===== config.mk =====
export PLATFORM = sky130hd
export DESIGN_NAME = matrix_add_stream
export DESIGN_NICKNAME = d
export VERILOG_FILES = /design/src/rtl/matrix_add_stream.sv
export SDC_FILE = /design/constraint.sdc
export NUM_CORES = 1
export LEC_CHECK = 0
export ABC_AREA = 1
export CAP_MARGIN = 25
export CELL_PAD_IN_SITES_DETAIL_PLACEMENT = 1
export CELL_PAD_IN_SITES_GLOBAL_PLACEMENT = 1
export CORE_ASPECT_RATIO = 1.1
export CORE_MARGIN = 4
export CORE_UTILIZATION = 39
export CTS_CLUSTER_DIAMETER = 50
export DETAILED_ROUTE_END_ITERATION = 8
export PLACE_DENSITY_LB_ADDON = 0.12
export SLEW_MARGIN = 20
export SYNTH_ARGS = -nofsm -noshare
export SYNTH_HDL_FRONTEND = slang
export SYNTH_SLANG_ARGS = --single-unit

===== constraint.sdc =====
create_clock -name clk -period 3.8 [get_ports clk]
set_input_delay 0.76 -clock clk [delete_from_list [all_inputs] [get_ports clk]]
set_output_delay 0.76 -clock clk [all_outputs]
set_load 0.1 [all_outputs]

===== src/rtl/matrix_add_stream.sv =====
// Handshaked elementwise H x W matrix adder/accumulator, one row per cycle with W adders.
// Optional signed saturation of every result element when MATRIX_ADD_SAT_EN is defined.
module matrix_add_stream #(
    parameter int unsigned bitlength = 8,
    parameter int unsigned H         = 3,
    parameter int unsigned W         = 4
) (
    input  logic                                    clk,
    input  logic                                    rst,
    input  logic                                    in_valid,
    output logic                                    in_ready,
    input  logic [1:0]                              mode,
    input  logic [H-1:0][W-1:0][bitlength-1:0]      AI,
    input  logic [H-1:0][W-1:0][bitlength-1:0]      BI,
    output logic                                    out_valid,
    input  logic                                    out_ready,
    output logic [H-1:0][W-1:0][bitlength-1:0]      CO,
    output logic                                    busy
);

    localparam int unsigned ROW_W = (H > 1) ? $clog2(H) : 1;
`ifdef MATRIX_ADD_SAT_EN
    localparam int unsigned SUM_W = bitlength + 1;
`else
    localparam int unsigned SUM_W = bitlength;
`endif

    localparam logic [1:0] S_IDLE    = 2'd0;
    localparam logic [1:0] S_COMPUTE = 2'd1;
    localparam logic [1:0] S_DONE    = 2'd2;

    localparam logic [1:0] MODE_ADD  = 2'b00;
    localparam logic [1:0] MODE_SUB  = 2'b01;
    localparam logic [1:0] MODE_ACC  = 2'b10;
    localparam logic [1:0] MODE_LOAD = 2'b11;

    logic [1:0]                          state_q;
    logic [1:0]                          state_n;
    logic [H-1:0][W-1:0][bitlength-1:0]  a_q;
    logic [H-1:0][W-1:0][bitlength-1:0]  b_q;
    logic [H-1:0][W-1:0][bitlength-1:0]  acc_q;
    logic [H-1:0][W-1:0][bitlength-1:0]  co_q;
    logic [1:0]                          mode_q;
    logic [ROW_W-1:0]                    row_q;
    logic [W-1:0][bitlength-1:0]         row_res_c;
    logic                                in_ready_q;
    logic                                out_valid_q;
    logic                                busy_q;
    logic                                accept_c;
    logic                                last_row_c;

    assign accept_c   = in_valid && in_ready_q;
    assign last_row_c = (row_q == ROW_W'(H - 1));

    // One adder column per matrix column; the active row is selected by row_q
    for (genvar j = 0; j < W; j++) begin : g_col
        logic [bitlength-1:0] a_e;
        logic [bitlength-1:0] b_e;
        logic [bitlength-1:0] acc_e;
        logic [SUM_W-1:0]     sum_c;
        logic [bitlength-1:0] res_c;

        assign a_e   = a_q[row_q][j];
        assign b_e   = b_q[row_q][j];
        assign acc_e = acc_q[row_q][j];

        always_comb begin
            sum_c = SUM_W'($signed(a_e)) + SUM_W'($signed(b_e));
            case (mode_q)
                MODE_ADD:  sum_c = SUM_W'($signed(a_e)) + SUM_W'($signed(b_e));
                MODE_SUB:  sum_c = SUM_W'($signed(a_e)) - SUM_W'($signed(b_e));
                MODE_ACC:  sum_c = SUM_W'($signed(acc_e)) + SUM_W'($signed(a_e));
                MODE_LOAD: sum_c = SUM_W'($signed(a_e));
                default:   sum_c = SUM_W'($signed(a_e)) + SUM_W'($signed(b_e));
            endcase
        end

`ifdef MATRIX_ADD_SAT_EN
        // Overflow when the extra sign bit disagrees with the result sign bit
        always_comb begin
            res_c = sum_c[bitlength-1:0];
            if (sum_c[bitlength] != sum_c[bitlength-1]) begin
                res_c = sum_c[bitlength] ? {1'b1, {(bitlength-1){1'b0}}}
                                         : {1'b0, {(bitlength-1){1'b1}}};
            end
        end
`else
        assign res_c = sum_c;
`endif

        assign row_res_c[j] = res_c;
    end

    // State register
    always_ff @(posedge clk) begin
        if (rst) begin
            state_q <= S_IDLE;
        end else begin
            state_q <= state_n;
        end
    end

    // Next-state logic
    always_comb begin
        state_n = state_q;
        case (state_q)
            S_IDLE: begin
                if (accept_c) begin
                    state_n = S_COMPUTE;
                end
            end
            S_COMPUTE: begin
                if (last_row_c) begin
                    state_n = S_DONE;
                end
            end
            S_DONE: begin
                if (out_ready) begin
                    state_n = S_IDLE;
                end
            end
            default: state_n = S_IDLE;
        endcase
    end

    // Registered status flags, operand capture and row-wise result/accumulator writes
    always_ff @(posedge clk) begin
        if (rst) begin
            in_ready_q  <= 1'b1;
            out_valid_q <= 1'b0;
            busy_q      <= 1'b0;
            a_q         <= '0;
            b_q         <= '0;
            acc_q       <= '0;
            co_q        <= '0;
            mode_q      <= MODE_ADD;
            row_q       <= '0;
        end else begin
            in_ready_q  <= (state_n == S_IDLE);
            out_valid_q <= (state_n == S_DONE);
            busy_q      <= (state_n != S_IDLE);
            if (state_q == S_IDLE && accept_c) begin
                a_q    <= AI;
                b_q    <= BI;
                mode_q <= mode;
                row_q  <= '0;
            end
            if (state_q == S_COMPUTE) begin
                co_q[row_q] <= row_res_c;
                if (mode_q[1]) begin
                    acc_q[row_q] <= row_res_c;
                end
                row_q <= row_q + ROW_W'(1);
            end
        end
    end

    assign in_ready  = in_ready_q;
    assign out_valid = out_valid_q;
    assign busy      = busy_q;
    assign CO        = co_q;

endmodule


==> results by stage <==
Outcome:
- The run finished with clean final reports.

Clocking:
- TritonCTS built the clock tree.
- The largest buffer count on any clock path is 3.
- The H-tree level count is 2.
- The root buffer cell is sky130_fd_sc_hd__clkbuf_16.
- The post-CTS clock slew at the launch and capture registers of the worst setup and hold paths is 0.06 ns.
- The worst-skew pair later-pin latency is approximately 0.57 ns.
- Clock tree synthesis inserted a total of 47 buffers.
- The clock net in this run drives a total of 393 sinks.

Job:
- The number of max-capacitance violations reported is 0.

Synth:
- The cell area after technology mapping is 0.01827 mm^2.
- The number of flip-flops and latches in the synthesized netlist is 393.
- The Yosys warning count is 0.
- Of the total synthesized cell area, the portion taken by XOR and XNOR cells is 0.009588.
- The dominant combinational cell family by area after synthesis is compound AO/OA/AOI/OAI gates.
- Synthesis produced a netlist whose cell count is 2488.
- The basic-gate share of the synthesized area counting and, or, nand and nor cells is 0.1373.
- Counting flops with a built-in enable in the synthesized netlist gives 0.
- The adder and majority cell fraction of the synthesized area is 0.03315.
- The share of synthesized area occupied by flip-flops and latches is 0.4307.
- Dividing the synthesized area by the synthesized cell count gives 7.343 um^2.
- When the netlist entered floorplanning its net count stood at around 2700.
- Counting flops with an async set or reset pin after synthesis yields a share of 0.
- The synthesized netlist contains 50 unique library cells.
- The complex-gate fraction of the synthesized area was 0.2848.
- The commonest register cell after synthesis is sky130_fd_sc_hd__dfxtp_1.
- Measured against the total synthesized area, the mux share comes to 0.004383.

Setup path:
- In this run the number of cells on the critical path is 22.
- The largest single stage delay on the critical path is 0.39 ns.
- The critical path goes through buf_12 -> buf_8 -> nand2_1 -> a21oi_1 -> buf_4 -> ha_1 -> inv_1 -> nor2_1 -> inv_1 -> nor2_1 -> nor2_1 -> o21ai_0 -> o221ai_1 -> ha_1 -> a21oi_1 -> o21a_1 -> o31a_1 -> inv_1 -> nand2_1 -> nand4_1 -> nand2_4 -> a21oi_2.
- The critical path class is reg2reg.
- Counting both buffers and inverters, the worst setup path holds a total of 6.
- The worst endpoint required time is 4.24 ns.
- The startpoint type of the worst setup path is a register.
- On the critical path, the stage with the largest delay is an instance of sky130_fd_sc_hd__dfxtp_4.
- Counting cells, the worst reg-to-reg path comes to 22.
- The type of element capturing the critical path is a register.
- The top fanout value on the critical path is 20.
- The kind of cell with the highest combined delay along the critical path is compound AO/OA/AOI/OAI gates.
- For the worst setup path, the data arrival time is 4.15 ns.

Layout:
- Once layout is complete, the utilization of the core stands at 0.5170.
- The top cell types in the final layout, fill and taps aside, are sky130_fd_sc_hd__o21ai_0, sky130_fd_sc_hd__dfxtp_1, sky130_fd_sc_hd__nor2_1.
- Compared with the post-synthesis result, the final layout area differs by 30.07%.
- In the final design database the tool counted 3004 nets.
- The post-route non-filler standard cell count is 3380.
- The fraction of final layout cells with drive strength greater than 1 is 0.09495.
- The commonest non-fill, non-tap cell in the layout is sky130_fd_sc_hd__o21ai_0.

Power and ir drop:
- The maximum VDD drop is approximately 0.3 mV.
- The total power divided by cell area is around 570 mW/mm^2.
- The cell leakage power is between 10 and 15 nW.

STA:
- The hold violation count in the final report is 0.
- At the pin with the least slew margin, the transition time is 1.032 ns.
- The number of pins exceeding their max-slew limit in the final report came to 0.
- Setup violations remaining at the end of the flow were counted as 0.
- The shortest period the worst path allows is 3.708 ns.
- The share of the clock period used by the worst path after layout is 0.9758.
- The remaining max-slew budget at the tightest pin is 0.3098.
- The maximum clock rate is 269.7 MHz.
- Clock skew on the completed layout was measured at 0.01674 ns.
- The minimum hold slack is 0.4567 ns.
- Setup repair after global routing could not meet its margin everywhere.

Floorplanning:
- The area of the die is between 0.05 and 0.06 mm^2.
- The die extent in y is between 200 and 250 um.
- The die is 214.4 um wide.
- The site row count is between 80 and 90.
- The starting utilization of the core area is 0.3975.
- 297 I/O pins were placed.
- After floorplanning, the core was sized to cover 0.04596 mm^2.

Route:
- The overall via count from detail_route is 17916.
- Using the TritonRoute via totals, the vias-per-cell ratio works out to between 5 and 6.
- Once detail routing completed, the nets flagged for antenna violations numbered 0.
- The total wire length after detailed routing is 68560 um.
- The routed wirelength normalized by instance count is 20.28 um.
- The detailed router finished its first iteration with 1065 violations.
- The number of optimization iterations in the first detailed-route pass is 5.
- The total DRC errors in the routed layout is 0.

Global routing:
- The number of antenna violations at the first check in global routing was 1.
- The largest net degree at the start of global routing is 119.
- Across every metal layer, demand over resource in global routing totals 0.2605.
- The number of global-route vias before repair is 18354.
- The residual overflow from global routing is 0.
- The wire length of the first global-routing pass is between 100000 and 150000 um.

Min path:
- The type of the tightest min-delay check is reg2reg.
- Along the worst hold path, the cell count comes to 2.

Placed design:
- Once placement completed, the tool counted placed cells totaling 3289.
- The weighted congestion at the end of routability-driven global placement is slightly below 0.9.
- The half-perimeter wire length of the detailed placement result is 50470 um.
- The count of buffers added on input and output ports is 296.
kinds of logic (layout without fill, tap and decap cells):
logic type	after synthesis	after routing
AOI/OAI and AO/OA	933	933
xor gates and xnor gates	20	20
adders and majority gates	46	46
buffers and inverters	458	761
DFF	393	393
muxes	8	8
other	0	1
and+or+nand+nor	630	630
state kept, by name, indices dropped and copies added, names as in the netlist:
signal,count
a_q,96
b_q,96
state_q,2
row_q,2
mode_q,2
busy,1
acc_q,96
out_valid,1
CO,96
in_ready,1
worst register-to-register path: cells and delay by family, from the launching register on:
family,cells,cell delay [ns]
compound gates,7,1.05
simple gates,7,0.84
buf+inv,6,0.75
flops,1,0.39
fa+ha+maj,2,0.53
timing repair:
item                       in CTS  in global routing
hold endpoints to repair        0                  0
pin swaps                       0                  9
resized for setup               8                 36
hold buffers                    0                  0
setup endpoints to repair      20                 92
buffers inserted                0                  7
gates cloned                    0                  1
Yosys cell counts, types with 4 or more instances:
library cell                instances  area share
sky130_fd_sc_hd__or2_2             13      0.0045
sky130_fd_sc_hd__o21ai_0          510        0.14
sky130_fd_sc_hd__clkbuf_1         137       0.028
sky130_fd_sc_hd__a2bb2oi_1         10      0.0048
sky130_fd_sc_hd__a21oi_1          227       0.062
sky130_fd_sc_hd__a32oi_1            7      0.0034
sky130_fd_sc_hd__xnor2_1            4      0.0019
sky130_fd_sc_hd__nand2_1          221       0.045
sky130_fd_sc_hd__nand3_1           24      0.0066
sky130_fd_sc_hd__o22ai_1            7      0.0024
sky130_fd_sc_hd__a31oi_1           17      0.0058
sky130_fd_sc_hd__ha_1              42       0.029
sky130_fd_sc_hd__buf_2             19      0.0052
sky130_fd_sc_hd__o21a_1             4      0.0016
sky130_fd_sc_hd__dfxtp_1          393        0.43
sky130_fd_sc_hd__a31oi_2            4      0.0027
sky130_fd_sc_hd__nand4_1            5      0.0017
sky130_fd_sc_hd__inv_1            277       0.057
sky130_fd_sc_hd__buf_1              7      0.0014
sky130_fd_sc_hd__o21ai_1           18      0.0049
sky130_fd_sc_hd__buf_6              9      0.0055
sky130_fd_sc_hd__fa_1               4      0.0044
sky130_fd_sc_hd__a21oi_2           25       0.012
sky130_fd_sc_hd__buf_4              4      0.0016
sky130_fd_sc_hd__o211ai_1          10      0.0041
sky130_fd_sc_hd__xor2_1            16      0.0077
sky130_fd_sc_hd__o221ai_1          12      0.0058
sky130_fd_sc_hd__o21bai_1          65       0.027
sky130_fd_sc_hd__mux2i_1            8      0.0044
sky130_fd_sc_hd__o311ai_0           5      0.0024
sky130_fd_sc_hd__nor2_1           352       0.072
report_power, final:
group	internal, W	switching (W)	leakage, nW
clock network	0.00250	0.00178	0.715
registers	0.00446	0.000168	3.22
logic	0.00145	0.00309	6.31
cell type report:
type | count | area (um^2)
tap | 588 | 735.7
inverter | 282 | 1080
antenna | 1 | 2.502
clock inverter | 15 | 133.9
clock buffer | 65 | 1324
fill | 5659 | 22200
multi-input combinational | 1637 | 8712
timing repair buffer | 399 | 3902
sequential | 393 | 7873
worst paths after layout:
check           start     end  slack (ns)
max          row_q[0]  CO[79]        0.09
min            b_q[2]  b_q[2]        0.46
max reg2reg  row_q[0]  CO[79]        0.09
min reg2reg    b_q[2]  b_q[2]        0.46
per-layer routing:
metal	GRT usage	up-vias	share of wire
met1	0.3236	8678	0.43
li1	-	8764	-
met5	0	-	0.00019
met3	0.03205	106	0.037
met4	0.09295	2	0.034
met2	0.4647	366	0.50
stage by stage:
stage / instance area, um^2 / setup TNS, ns / power [W] / setup WS [ns]
2_1_floorplan: 18270 / 0 / 0.007284 / 0.5463
3_3_place_gp: 22040 / -0.6139 / 0.008987 / -0.1167
3_5_place_dp: 22040 / -1.820 / 0.009085 / -0.2203
4_1_cts: 23530 / 0 / 0.01340 / 0.02543
5_1_grt: 23760 / -0.7919 / 0.01412 / -0.1025
6_report: 23760 / 0 / 0.01345 / 0.09201
No activity file was read; power rests on OpenSTA's default activity.
